$ cat src/rtl/approx_chk_pkg.sv
// Shared types and the golden abs-diff helper for the approximate-circuit sweeper.
package approx_chk_pkg;

  typedef enum logic [1:0] {IDLE, DRIVE, DRAIN, DONE} state_t;

  // Wide enough for any practical operand; callers narrow the result to N_OUT bits.
  localparam int DIFF_W = 16;

  function automatic logic [DIFF_W-1:0] exact_abs_diff(input logic [DIFF_W-1:0] a,
                                                       input logic [DIFF_W-1:0] b);
    return (a > b) ? (a - b) : (b - a);
  endfunction

endpackage

$ cat src/rtl/abs_diff_exact.sv
// Combinational golden model: exact |a - b| of the two operand halves of a vector.
module abs_diff_exact
  import approx_chk_pkg::*;
#(
  parameter int N_IN  = 4,
  parameter int N_OUT = 2
) (
  input  logic [N_IN-1:0]  vec,
  output logic [N_OUT-1:0] exact
);

  assign exact = N_OUT'(exact_abs_diff(DIFF_W'(vec[N_IN/2-1:0]), DIFF_W'(vec[N_IN-1:N_IN/2])));

endmodule

$ cat src/rtl/approx_err_sweeper.sv
// Exhaustive error sweeper for an approximate abs-diff candidate.
// Optional per-vector trace outputs are built when ERR_TRACE_EN is defined.
module approx_err_sweeper
  import approx_chk_pkg::*;
#(
  parameter int N_IN    = 4,
  parameter int N_OUT   = 2,
  parameter int ET      = 1,
  parameter int DUT_LAT = 0
) (
  input  logic                  clk,
  input  logic                  rst,
  input  logic                  start,
  output logic [N_IN-1:0]       cand_in,
  input  logic [N_OUT-1:0]      cand_out,
  output logic                  busy,
  output logic                  done,
  output logic                  pass,
  output logic [N_OUT-1:0]      max_err,
  output logic [N_IN:0]         viol_cnt,
  output logic [N_IN+N_OUT-1:0] sum_err,
  output logic [N_IN-1:0]       first_viol_vec
`ifdef ERR_TRACE_EN
  ,
  output logic                  trace_valid,
  output logic [N_IN-1:0]       trace_vec,
  output logic [N_OUT-1:0]      trace_err
`endif
);

  localparam int SUM_W = N_IN + N_OUT;

  function automatic logic [N_OUT-1:0] abs_err(input logic [N_OUT-1:0] x,
                                               input logic [N_OUT-1:0] y);
    return (x > y) ? (x - y) : (y - x);
  endfunction

  state_t            state, state_nxt;
  logic              go;
  logic [N_IN:0]     cnt;
  logic              vld_p0;
  logic              vld_s;
  logic [N_IN-1:0]   tag_s;
  logic              last_s;
  logic [N_OUT-1:0]  exact_s;
  logic [N_OUT-1:0]  err_s;

  always_comb begin
    state_nxt = state;
    go        = 1'b0;
    unique case (state)
      IDLE:    if (start) begin go = 1'b1; state_nxt = DRIVE; end
      DRIVE:   if (cnt[N_IN]) state_nxt = last_s ? DONE : DRAIN;
      DRAIN:   if (last_s) state_nxt = DONE;
      DONE:    if (start) begin go = 1'b1; state_nxt = DRIVE; end
      default: state_nxt = IDLE;
    endcase
  end

  always_ff @(posedge clk) begin
    if (rst) state <= IDLE;
    else     state <= state_nxt;
  end

  // Stage p0: drive vector; cnt runs one ahead of cand_in and its MSB marks the end.
  always_ff @(posedge clk) begin
    if (rst) begin
      cnt     <= '0;
      cand_in <= '0;
      vld_p0  <= 1'b0;
    end else if (go) begin
      cnt     <= (N_IN+1)'(1);
      cand_in <= '0;
      vld_p0  <= 1'b1;
    end else if (state == DRIVE && !cnt[N_IN]) begin
      cnt     <= cnt + (N_IN+1)'(1);
      cand_in <= cnt[N_IN-1:0];
      vld_p0  <= 1'b1;
    end else begin
      vld_p0  <= 1'b0;
    end
  end

  // Tag delay line: aligns the vector tag with the candidate's latency.
  generate
    if (DUT_LAT == 0) begin : g_no_dl
      assign vld_s = vld_p0;
      assign tag_s = cand_in;
    end else begin : g_dl
      logic [DUT_LAT-1:0] vld_dl;
      logic [N_IN-1:0]    tag_dl [DUT_LAT];

      always_ff @(posedge clk) begin
        if (rst) begin
          vld_dl <= '0;
        end else begin
          vld_dl[0] <= vld_p0;
          for (int i = 1; i < DUT_LAT; i++) vld_dl[i] <= vld_dl[i-1];
        end
      end

      always_ff @(posedge clk) begin
        tag_dl[0] <= cand_in;
        for (int i = 1; i < DUT_LAT; i++) tag_dl[i] <= tag_dl[i-1];
      end

      assign vld_s = vld_dl[DUT_LAT-1];
      assign tag_s = tag_dl[DUT_LAT-1];
    end
  endgenerate

  assign last_s = vld_s && (tag_s == '1);

  abs_diff_exact #(.N_IN(N_IN), .N_OUT(N_OUT)) u_gold (
    .vec   (tag_s),
    .exact (exact_s)
  );

  assign err_s = abs_err(exact_s, cand_out);

  // Stage p1: accumulate statistics; a new sweep clears them on the start edge.
  always_ff @(posedge clk) begin
    if (rst || go) begin
      max_err        <= '0;
      viol_cnt       <= '0;
      sum_err        <= '0;
      first_viol_vec <= '0;
    end else if (vld_s) begin
      if (32'(err_s) > ET) begin
        if (viol_cnt == '0) first_viol_vec <= tag_s;
        viol_cnt <= viol_cnt + (N_IN+1)'(1);
      end
      if (err_s > max_err) max_err <= err_s;
      sum_err <= sum_err + SUM_W'(err_s);
    end
  end

  assign busy = (state == DRIVE) || (state == DRAIN);
  assign done = (state == DONE);
  assign pass = done && (viol_cnt == '0);

`ifdef ERR_TRACE_EN
  always_ff @(posedge clk) begin
    if (rst) trace_valid <= 1'b0;
    else     trace_valid <= vld_s;
  end

  always_ff @(posedge clk) begin
    trace_vec <= tag_s;
    trace_err <= err_s;
  end
`endif

endmodule

$ cat config.mk
export PLATFORM = sky130hd
export DESIGN_NAME = approx_err_sweeper
export DESIGN_NICKNAME = d
export VERILOG_FILES = /design/src/rtl/approx_chk_pkg.sv /design/src/rtl/abs_diff_exact.sv /design/src/rtl/approx_err_sweeper.sv
export SDC_FILE = /design/constraint.sdc
export NUM_CORES = 1
export LEC_CHECK = 0
export BUFFER_PORTS_ARGS = -buffer_cell sky130_fd_sc_hd__buf_2
export CORE_MARGIN = 2
export CORE_UTILIZATION = 42
export DETAILED_ROUTE_END_ITERATION = 8
export PLACE_DENSITY = 0.7
export SYNTH_ARGS = -nofsm -noshare
export SYNTH_HDL_FRONTEND = slang
export SYNTH_SLANG_ARGS = --single-unit
export TNS_END_PERCENT = 20
$ cat constraint.sdc
create_clock -name clk -period 5.7 [get_ports clk]
set_input_delay 1.425 -clock clk [delete_from_list [all_inputs] [get_ports clk]]
set_output_delay 1.425 -clock clk [all_outputs]
set_load 0.02 [all_outputs]
# Yosys cells after proc, flatten, opt, wreduce, memory -nomap -nowiden
# Index checks and enable logic that the tools add are counted.
# classes
mul,0
n_bitwise,0
n_lt_le_gt_ge,4
n_eq_ne,7
div_mod_pow,0
muxes,13
n_reduce_logical,15
add_sub_neg,7
shift,0
# ops
op,count
5-bit by 1-bit adder with 5-bit output (second input constant),2
2-bit two-way mux,5
2-bit subtractor,4
1-bit two-way mux,7
6-bit by 2-bit adder with 6-bit output,1
2-bit > comparator,3
2-bit case mux with 3 select lines,1
3-bit AND reduction,2
5-bit zero test,1
2-bit == test (second input constant),2
4-bit == test (second input constant),1
2-bit inequality test (second input constant),2
2-bit AND reduction,2
2-bit OR reduction,2
1-bit logical AND,3
2-bit by 1-bit == test with 1-bit output (second input constant),1
2-bit by 1-bit > comparator with 1-bit output (second input constant),1
2-bit zero test,1
1-bit logical OR,2
2-bit by 1-bit inequality test with 1-bit output (second input constant),1
2-bit nonzero test,1
1-bit zero test,1
# word_totals
register_bits,29
latch_bits,0
wordCells,55
mem_bits_ro,0
mem_bits_rw,0
n_memories,0

# Depth between registers and ports, before layout
# logic_depth
depth_word,6
depth_mapped,16

# Modules after synthesis
# From an unflattened synthesis, not the netlist that was laid out.
# hier_totals
hier_cells,184
hier_area_um2,1567.8
# by_module_without_submodules
module,area_each_um2,seq_area_each_um2,cells_each,n_inst
approx_err_sweeper,1452.6,580.6,169,1
abs_diff_exact,115.1,0.0,15,1

# Least setup slack after synthesis
# OpenSTA, ideal clock, no wires.
# synth_timing
path_type,register -> register
startpoint,register cand_in[0]
endpoint,register max_err[0]
path_slack_ns,1.911
required_time_ns,5.572
path_stages_with_launch,14
path_buffers,0
synth_period_minus_slack_ns,3.789
setup_time_ns,0.128
arrival_time_ns,3.661
cell_sequence,dfxtp_1 -> inv_1 -> ha_1 -> fa_1 -> mux2_2 -> o21ai_0 -> fa_1 -> a31oi_2 -> nand2_1 -> ha_1 -> nor2b_1 -> o211ai_1 -> mux2i_1 -> nor2_1
# synth_between
elab_chain_cells,6
# synth_lines
item,line,source
"start, declared",approx_err_sweeper.sv:14,"output logic [N_IN-1:0] cand_in,"
"start signal, assigned",approx_err_sweeper.sv:77,cand_in <= cnt[N_IN-1:0];
2-bit subtractor or 2-bit > comparator (tied branches),approx_chk_pkg.sv:11,return (a > b) ? (a - b) : (b - a);
2-bit two-way mux (*),approx_chk_pkg.sv:11,
2-bit subtractor or 2-bit > comparator (tied branches),approx_err_sweeper.sv:35,return (x > y) ? (x - y) : (y - x);
2-bit two-way mux (*),approx_err_sweeper.sv:35,
via err_s[1],approx_err_sweeper.sv:46,logic [N_OUT-1:0] err_s;
2-bit > comparator (*),approx_err_sweeper.sv:133,if (err_s > max_err) max_err <= err_s;
2-bit AND reduction (no source line) (*),-,
"end signal, assigned",approx_err_sweeper.sv:133,
"end, declared",approx_err_sweeper.sv:19,"output logic [N_OUT-1:0] max_err,"
# The timed path passes the listed nets; every way through them passes the cells marked *.
# A chain may end at the register's enable or synchronous reset.

# Worst setup path in the final report
# Ends and elaborated chain as after synthesis.

==> results.cfg <==
[sta]
hold_ws_ps = 456
finalHoldViolCount = 0
tns_ps = 0
setup_violations = 0
period_minus_slack_ps = 3950
maxSlewHeadroom_pct = 37.5
tightestPinTransition_ps = 937
rsz0062_at_grt = false
skew_ps = 3.52
max_freq_ghz = 0.253
fin_crit_sh_pct = 69.3
final_max_slew_viol_count = 0

[die]
rows = 22
coreArea_um2 = 3740
die_height_um = 67.0
fp.dieW_um = 67.0
io-pin-count = 29
die_area_um2 = 4490
start_util_pct = 44.6

[logic_synthesis]
yosysTopAreaCell = dfxtp_1
synth_top_area_share_pct = 34.8
async_flop_share_pct = 0
ys_ff_latch = 29
syn_inst = 193
synth_edf_count = 0
synth_warnings = 0
synthFlopType = dfxtp_1
ys_top_cells_by_count = 32 x nand2_1, 29 x dfxtp_1, 17 x ha_1, 17 x inv_1, 16 x a21oi_1
yosysSeqAreaShare_pct = 34.8
yosysMostFrequentCell = nand2_1
syn_area_um2 = 1670
yosysUniqueCellTypes = 38
syn-num-nets = 218
avgSynthCellArea_um2 = 8.65
synth_area_leaders = dfxtp_1 35%, ha_1 13%, nand2_1 7.2%

[clock_tree]
cts_resized = 0
clkLatencyLatePin_ps = 280
clock-sinks = 29
cts_buffers = 5
clock_path_buffers = 2
cts_setup_buffers = 0
cts_max_level = 2
cts_tree = built
cts_root_buffer = clkbuf_8
clk_pin_slew_ps = 60
ctsHoldBuffers = 0

[setup_path]
crit_fanout = 6
setup.worst_path.class = reg -> reg
required_ps = 5840
start_kind = flop
cp-end-kind = flop
crit_arrival_ps = 4100

[detailed_routing]
routedWlPerCell_um = 12.0
drc = 0
wirelength_mm = 3.24
via_per_inst = 5.15
drt-initial-drc-count = 46
first_pass_iters = 4
drtAntennaViolNets = 0
via_count = 1396

[global_routing]
grt_pass1_vias = 1211
grt_remaining_overflow = 0
grt_usage_pct = 16.0
antenna_found_initial = 0
grt_pass1_wl_mm = 5.35
grt_max_degree = 20

[final_layout]
num_antenna_cells = 0
drive_gt1_share_pct = 19.3
syn2layout_area_growth_pct = 16.5
final_area_um2 = 1940
fin_cells = 271
fillers = 376
nets = 247

[hold_path]
hp-class = reg -> reg

[place]
routabilityCongestion = 0.732
dpl-instance-area_um2 = 1840
portBuffers = 28
hpwl_mm = 2.44
dp_cells = 263

[power]
power.leakage_uw = 0.000839
power_density_nw_per_um2 = 365
peakVddDrop_uv = 300

[flow_run]
cap_violations = 0

[run_status]
status = complete, no violations
cell usage in the layout (no fill, tap or decap), types with 2 or more instances in the layout:
cell type	instances
nand3_1	3
xnor2_1	2
ha_1	17
clkbuf_8	7
o21ai_0	4
a21oi_1	16
fa_1	3
buf_2	28
nand2_1	32
nand2b_1	6
nor2b_1	2
inv_1	17
xor2_1	4
mux2i_1	9
a211oi_1	2
nor3_1	3
nand4_1	4
o211ai_1	3
o31ai_1	2
a31o_2	3
dfxtp_1	29
nor2_1	11
registers in the layout (all words and copies together), names as in the netlist:
signal,flops
cand_in,4
viol_cnt,5
max_err,2
sum_err,6
state,2
vld_p0,1
first_viol_vec,4
cnt,5
stage by stage:
step	power (uW)	utilization (%)	worst slack, ps
floorplan	474	-	1910
global placement	528	49.2	1790
detailed placement	529	49.2	1690
CTS	718	51.9	1700
global route	766	51.9	1460
finish	710	51.9	1750
report_power, final:
part,leakage [uW],switching (uW),internal (uW)
clock,0.0000542,76.5,109
combinational,0.000550,169,102
sequential,0.000235,29.2,225
total,0.000839,274,436
logic make-up after synthesis:
kind of cell	count (synthesis)	synth area share (%)
AO/OA/AOI/OAI	37	15.0
XOR/XNOR	6	3.15
adder cells (fa/ha/maj)	20	16.3
buffers and inverters	23	5.40
flip-flops	29	34.8
multiplexers	10	6.07
AND/OR/NAND/NOR	68	19.3
final timing paths:
path	start	to	slack (ps)	cells past startpoint
setup reg to reg	cand_in[0]$_SDFFE_PP0P_	max_err[0]$_SDFFE_PP0P_	1750	13
hold reg to reg	first_viol_vec[2]$_SDFFE_PP0P_	first_viol_vec[2]$_SDFFE_PP0P_	460	2
hold / removal	first_viol_vec[2]$_SDFFE_PP0P_	first_viol_vec[2]$_SDFFE_PP0P_	460	2
setup / recovery	cand_in[0]$_SDFFE_PP0P_	max_err[0]$_SDFFE_PP0P_	1750	13
per-layer routing:
layer  vias up  share of wire, %  wire length, um  track usage (%)
li1        717                 -                -                -
met1       632                49             1600             21.4
met2        40                43             1380             23.3
met3         7               6.1              198             4.73
met4         0               1.9               61             7.65
met5         -                 0                0                0
worst max-delay path, cell delays in order (launching register included):
cell      delay, ps
dfxtp_1         420
inv_1            70
ha_1            210
fa_1            450
mux2_2          270
o21ai_0         320
fa_1            550
a31oi_2         370
nand2_1         190
ha_1            310
nor2b_1         130
o211ai_1        250
mux2i_1         220
nor2_1           50
area by class of cell:
type,count,area [um2],area share [%]
flip-flops and latches,29,581,29.9
clock inverters,1,5.00,0.257
multi-input cells,141,998,51.4
inverters,17,63.8,3.28
well taps,48,60.1,3.09
repair buffers,28,140,7.21
clock buffers,7,96.3,4.95
Power figures use the tool's default switching activity.
